File: config.mk
export PLATFORM = sky130hd
export DESIGN_NAME = pipeline_ctrl
export DESIGN_NICKNAME = d
export VERILOG_FILES = /design/src/rtl/pipeline_ctrl.sv
export SDC_FILE = /design/constraint.sdc
export NUM_CORES = 1
export LEC_CHECK = 0
export ABC_AREA = 1
export CAP_MARGIN = 5
export CORE_MARGIN = 2
export CORE_UTILIZATION = 30
export DETAILED_ROUTE_END_ITERATION = 7
export PLACE_DENSITY_LB_ADDON = 0.12
export RECOVER_POWER = 25
export REMOVE_ABC_BUFFERS = 1
export SYNTH_ARGS = -nofsm -noshare
export SYNTH_HDL_FRONTEND = slang
export SYNTH_SLANG_ARGS = --single-unit
File: constraint.sdc
create_clock -name clk -period 4.6 [get_ports clk]
set_input_delay 0.46 -clock clk [delete_from_list [all_inputs] [get_ports clk]]
set_output_delay 0.46 -clock clk [all_outputs]
set_load 0.03 [all_outputs]
File: src/rtl/pipeline_ctrl.sv
// pipeline_ctrl: stage reset/enable sequencer with init, debug halt/step FSM and perf counters
module pipeline_ctrl #(
    parameter int RST_CYCLES = 4,
    parameter int CNT_W      = 16
) (
    input  logic             clk,
    input  logic             rst,
    input  logic             debug_halt,
    input  logic             debug_step,
    input  logic             is_load_exe,
    input  logic             wb_wen_exe,
    input  logic [4:0]       regw_addr_exe,
    input  logic [4:0]       addr_rs_id,
    input  logic [4:0]       addr_rt_id,
    input  logic             rs_used_id,
    input  logic             rt_used_id,
    input  logic             branch_taken_id,
    input  logic             inst_ack,
    input  logic             mem_req,
    input  logic             mem_ack,
    output logic             if_rst,
    output logic             id_rst,
    output logic             exe_rst,
    output logic             mem_rst,
    output logic             wb_rst,
    output logic             if_en,
    output logic             id_en,
    output logic             exe_en,
    output logic             mem_en,
    output logic             wb_en,
    output logic [1:0]       state,
    output logic [CNT_W-1:0] stall_cnt,
    output logic [CNT_W-1:0] flush_cnt
);
    localparam logic [1:0] INIT = 2'd0;
    localparam logic [1:0] RUN  = 2'd1;
    localparam logic [1:0] HALT = 2'd2;
    localparam logic [1:0] STEP = 2'd3;

    logic [1:0]       state_q, state_d;
    logic [7:0]       init_q, init_d;
    logic [CNT_W-1:0] stall_q, stall_d, flush_q, flush_d;
    logic [4:0]       rst_v, en_v;
    logic             active, memw, lu, do_stall, do_flush;

    assign active   = (state_q == RUN) || (state_q == STEP);
    assign memw     = mem_req & ~mem_ack;
    assign lu       = is_load_exe & wb_wen_exe & (regw_addr_exe != 5'd0) &
                      ((rs_used_id & (addr_rs_id == regw_addr_exe)) |
                       (rt_used_id & (addr_rt_id == regw_addr_exe)));
    assign do_stall = active & ~memw & lu;
    assign do_flush = active & ~memw & ~lu & branch_taken_id;

    // state, init counter and perf counters
    always_ff @(posedge clk) begin
        if (rst) begin
            state_q <= INIT;
            init_q  <= '0;
            stall_q <= '0;
            flush_q <= '0;
        end else begin
            state_q <= state_d;
            init_q  <= init_d;
            stall_q <= stall_d;
            flush_q <= flush_d;
        end
    end

    // next-state: halt waits for any pending data access to finish
    always_comb begin
        state_d = (state_q == INIT) ? ((init_q == 8'(RST_CYCLES - 1)) ? RUN : INIT) :
                  (state_q == RUN)  ? ((debug_halt & ~memw) ? HALT : RUN) :
                  (state_q == HALT) ? (debug_step ? STEP : (debug_halt ? HALT : RUN)) :
                                      (memw ? STEP : HALT);
        init_d  = (state_q == INIT) ? init_q + 8'd1 : init_q;
        stall_d = (do_stall && !(&stall_q)) ? stall_q + 1'b1 : stall_q;
        flush_d = (do_flush && !(&flush_q)) ? flush_q + 1'b1 : flush_q;
    end

    // stage controls {if, id, exe, mem, wb} by hazard priority
    always_comb begin
        rst_v = (state_q == INIT) ? 5'b11111 :
                (!active || memw) ? 5'b00000 :
                lu                ? 5'b00100 :
                (branch_taken_id || !inst_ack) ? 5'b01000 : 5'b00000;
        en_v  = (!active || memw) ? 5'b00000 :
                lu                ? 5'b00111 :
                branch_taken_id   ? 5'b11111 :
                !inst_ack         ? 5'b00111 : 5'b11111;
    end

    assign {if_rst, id_rst, exe_rst, mem_rst, wb_rst} = rst_v;
    assign {if_en, id_en, exe_en, mem_en, wb_en}      = en_v;
    assign state     = state_q;
    assign stall_cnt = stall_q;
    assign flush_cnt = flush_q;
endmodule

==> impl_metrics.csv <==
group,metric,value,unit
timing,fmax,324.9,MHz
detailed_routing,drtAntennaViolNets,0,
job,drv_cap,0,
detailed_routing,wl,7042,microns
timing,rsz0062_at_grt,"no",
synthesis,yosys_warnings,0,
global_routing,grt_pass1_vias,2703,
synthesis,synth-seq-area-share,0.3108,
layout,antenna_cells,0,
timing,worst_pin_slew,1107,ps
floorplanning,die_area,0.009792,sq mm
power,clkPwrFrac,0.287,
power,pwr-share-comb,0.274,
place,place_congestion,0.8145,
power,p_leak,0.001486,uW
clock_network,ctsResizeCount,0,
clock_network,post_cts_buffers,0,
synthesis,yosysUniqueCellTypes,33,
place,place_hpwl,5308,microns
setup_path,path_cells,"clkdlybuf4s50_1 > nand2_1 > nand2_1 > nor2_1 > nand3_1 > nand2_2 > a21oi_1 > o21ai_0 > nand2_1 > clkdlybuf4s50_1",
synthesis,synth_area,0.002705,sq mm
floorplanning,die_h,98.96,microns
timing,final_max_slew_viol_count,0,
timing,finalCritPeriodShare,0.6692,
setup_path,crit_path_top_delay_cell,"clkdlybuf4s50_1",
timing,min_period,3078,ps
clock_network,cts_tree,"yes",
clock_network,cts_hold_buf,0,
global_routing,grt_pass1_wl,12010,microns
timing,finalSetupViolCount,0,
clock_network,clock-sinks,42,
clock_network,clk_latency,290,ps
timing,setup_tns,0,ps
place,placed_area,0.003453,sq mm
layout,fillers,927,
synthesis,synth_area_leaders,"dfxtp_1 (31%), nand2_1 (15%), nor2_1 (11%)",
synthesis,syn-instance-count,435,
detailed_routing,num_vias,2809,
setup_path,critical_path_buf_inv_count,2,
synthesis,ys_ff_latch,42,
setup_path,cp_common_cell,"nand2_1",
timing,skew,7.373,ps
detailed_routing,wl_per_cell,11.58,microns
synthesis,yosysMostFrequentCell,"nand2_1",
layout,finalInstanceArea,0.003541,sq mm
synthesis,synthFlopType,"dfxtp_1",
clock_network,cts_root_buf,"clkbuf_8",
detailed_routing,drc_errors,0,
setup_path,cp_max_fo,5,
floorplanning,rows,34,
clock_network,h-tree-depth,2,
layout,fin_nets,529,
hold_path,hp-class,"reg -> reg",
power,sw_frac_of_total,0.3341,
setup_path,critical_path_arrival,2620,ps
power,p_per_area,253.4,mW/mm^2
setup_path,required,4140,ps
floorplanning,core_region_area,0.008721,sq mm
clock_network,numCtsBuffers,5,
floorplanning,ioPinCount,71,
floorplanning,die_x,98.96,microns
timing,maxSlewHeadroom,0.2609,
synthesis,synth_edf_count,0,
clock_network,clock_path_buffers,2,
power,peakVddDrop,0.00009592,V
synthesis,avgSynthCellArea,6.219,sq um
detailed_routing,firstDrtPassIters,4,
global_routing,antenna_found_initial,0,
clock_network,clk_pin_slew,90,ps
timing,finalHoldViolations,0,
detailed_routing,drt-initial-drc-count,82,
power,p_int,597.5,uW
layout,syn2layout_area_growth,30.90,%
global_routing,gr-total-overflow,0,
setup_path,criticalPathCategory,"in -> out",
synthesis,async_flop_share,0,
power,switchingPower,299.8,uW
detailed_routing,via_per_inst,4.620,
setup_path,endpoint_kind,"output port",
setup_path,critical-path-top-delay-family,"buffers and inverters",
global_routing,grt_max_degree,35,
synthesis,yosys.area.top_type,"dfxtp_1",
setup_path,startpoint_type,"input port",
setup_path,slowest_delay,680,ps
power,p_seq_frac,0.440,
global_routing,grt_use_total,0.1470,
layout,drive_above_1_share,0.09400,
run_status,status,"completed",
floorplanning,start_util,0.3102,
synthesis,synth_common_cells,"nand2_1 (111), nor2_1 (81), inv_1 (65)",
synthesis,synth_top_cell_area_share,0.3108,
place,port_buffers,70,
-- kinds of logic after synthesis --
family,count (synthesis),synth area share
xor+xnor,5,0.01619
simple gates,256,0.4223
fa+ha+maj,3,0.01388
buf+inv,87,0.1360
flops,42,0.3108
compound gates,42,0.1008
-- layer usage --
layer | vias up | global-route usage | wire [microns]
met4 | 0 | 0.04320 | 93
met3 | 9 | 0.03688 | 370
li1 | 1478 | - | -
met5 | - | 0 | 0
met2 | 58 | 0.2505 | 3306
met1 | 1264 | 0.1831 | 3271
-- power groups by stage --
stage / Sequential (uW) / Clock [uW] / Combinational [uW]
2_1_floorplan: 414 / 0 / 130
3_3_place_gp: 405 / 0 / 248
3_5_place_dp: 405 / 0 / 252
4_1_cts: 396 / 267 / 253
5_1_grt: 398 / 287 / 269
6_report: 395 / 257 / 246
-- flip-flops by register name, summed over array words and instances (netlist names) --
signal and count:
init_q 8, flush_cnt 16, state 2, stall_cnt 16
-- placed cells by master (no fill, tap or decap), types with 8 or more instances in the layout --
master / instances
nand4_1: 12
dlygate4sd3_1: 19
dfxtp_1: 42
inv_2: 8
nand3_1: 22
inv_1: 65
nor2_1: 82
nor3_1: 8
clkdlybuf4s50_1: 51
a21oi_2: 9
o21ai_0: 12
nand2_1: 111
-- metrics by stage --
| step | utilization | instances | power (uW) | hold WS, ps | worst slack [ps] |
|---|---|---|---|---|---|
| after floorplan | - | 422 | 544.4 | 455.1 | 1925 |
| final | 0.4060 | 608 | 897.3 | 503.1 | 1522 |
| after global routing | 0.4060 | 608 | 953.8 | 544.1 | 1285 |
| after detailed placement | 0.3960 | 600 | 656.8 | 485.9 | 1514 |
| after CTS | 0.4069 | 608 | 916.9 | 503.6 | 1509 |
| after global placement | 0.3960 | 600 | 652.7 | 477.0 | 1551 |
-- final timing paths --
path               startpoint           end  slack, ps  cells after the start
min reg2reg         init_q[3]     init_q[3]        500                      1
min                 init_q[3]     init_q[3]        500                      1
max reg2reg      stall_cnt[0]  stall_cnt[7]       2620                     11
max          regw_addr_exe[0]        id_rst       1520                     10
-- area by class of cell --
type | instances | area (sq um) | share of cell area
Tap cell | 108 | 135.1 | 0.03816
Timing Repair Buffer | 70 | 700.7 | 0.1979
Clock inverter | 2 | 12.51 | 0.003534
Multi-Input combinational cell | 306 | 1489 | 0.4205
Sequential cell | 42 | 840.8 | 0.2375
Inverter | 74 | 280.3 | 0.07915
Clock buffer | 6 | 82.58 | 0.02332
No activity file was read; power rests on OpenSTA's default activity.
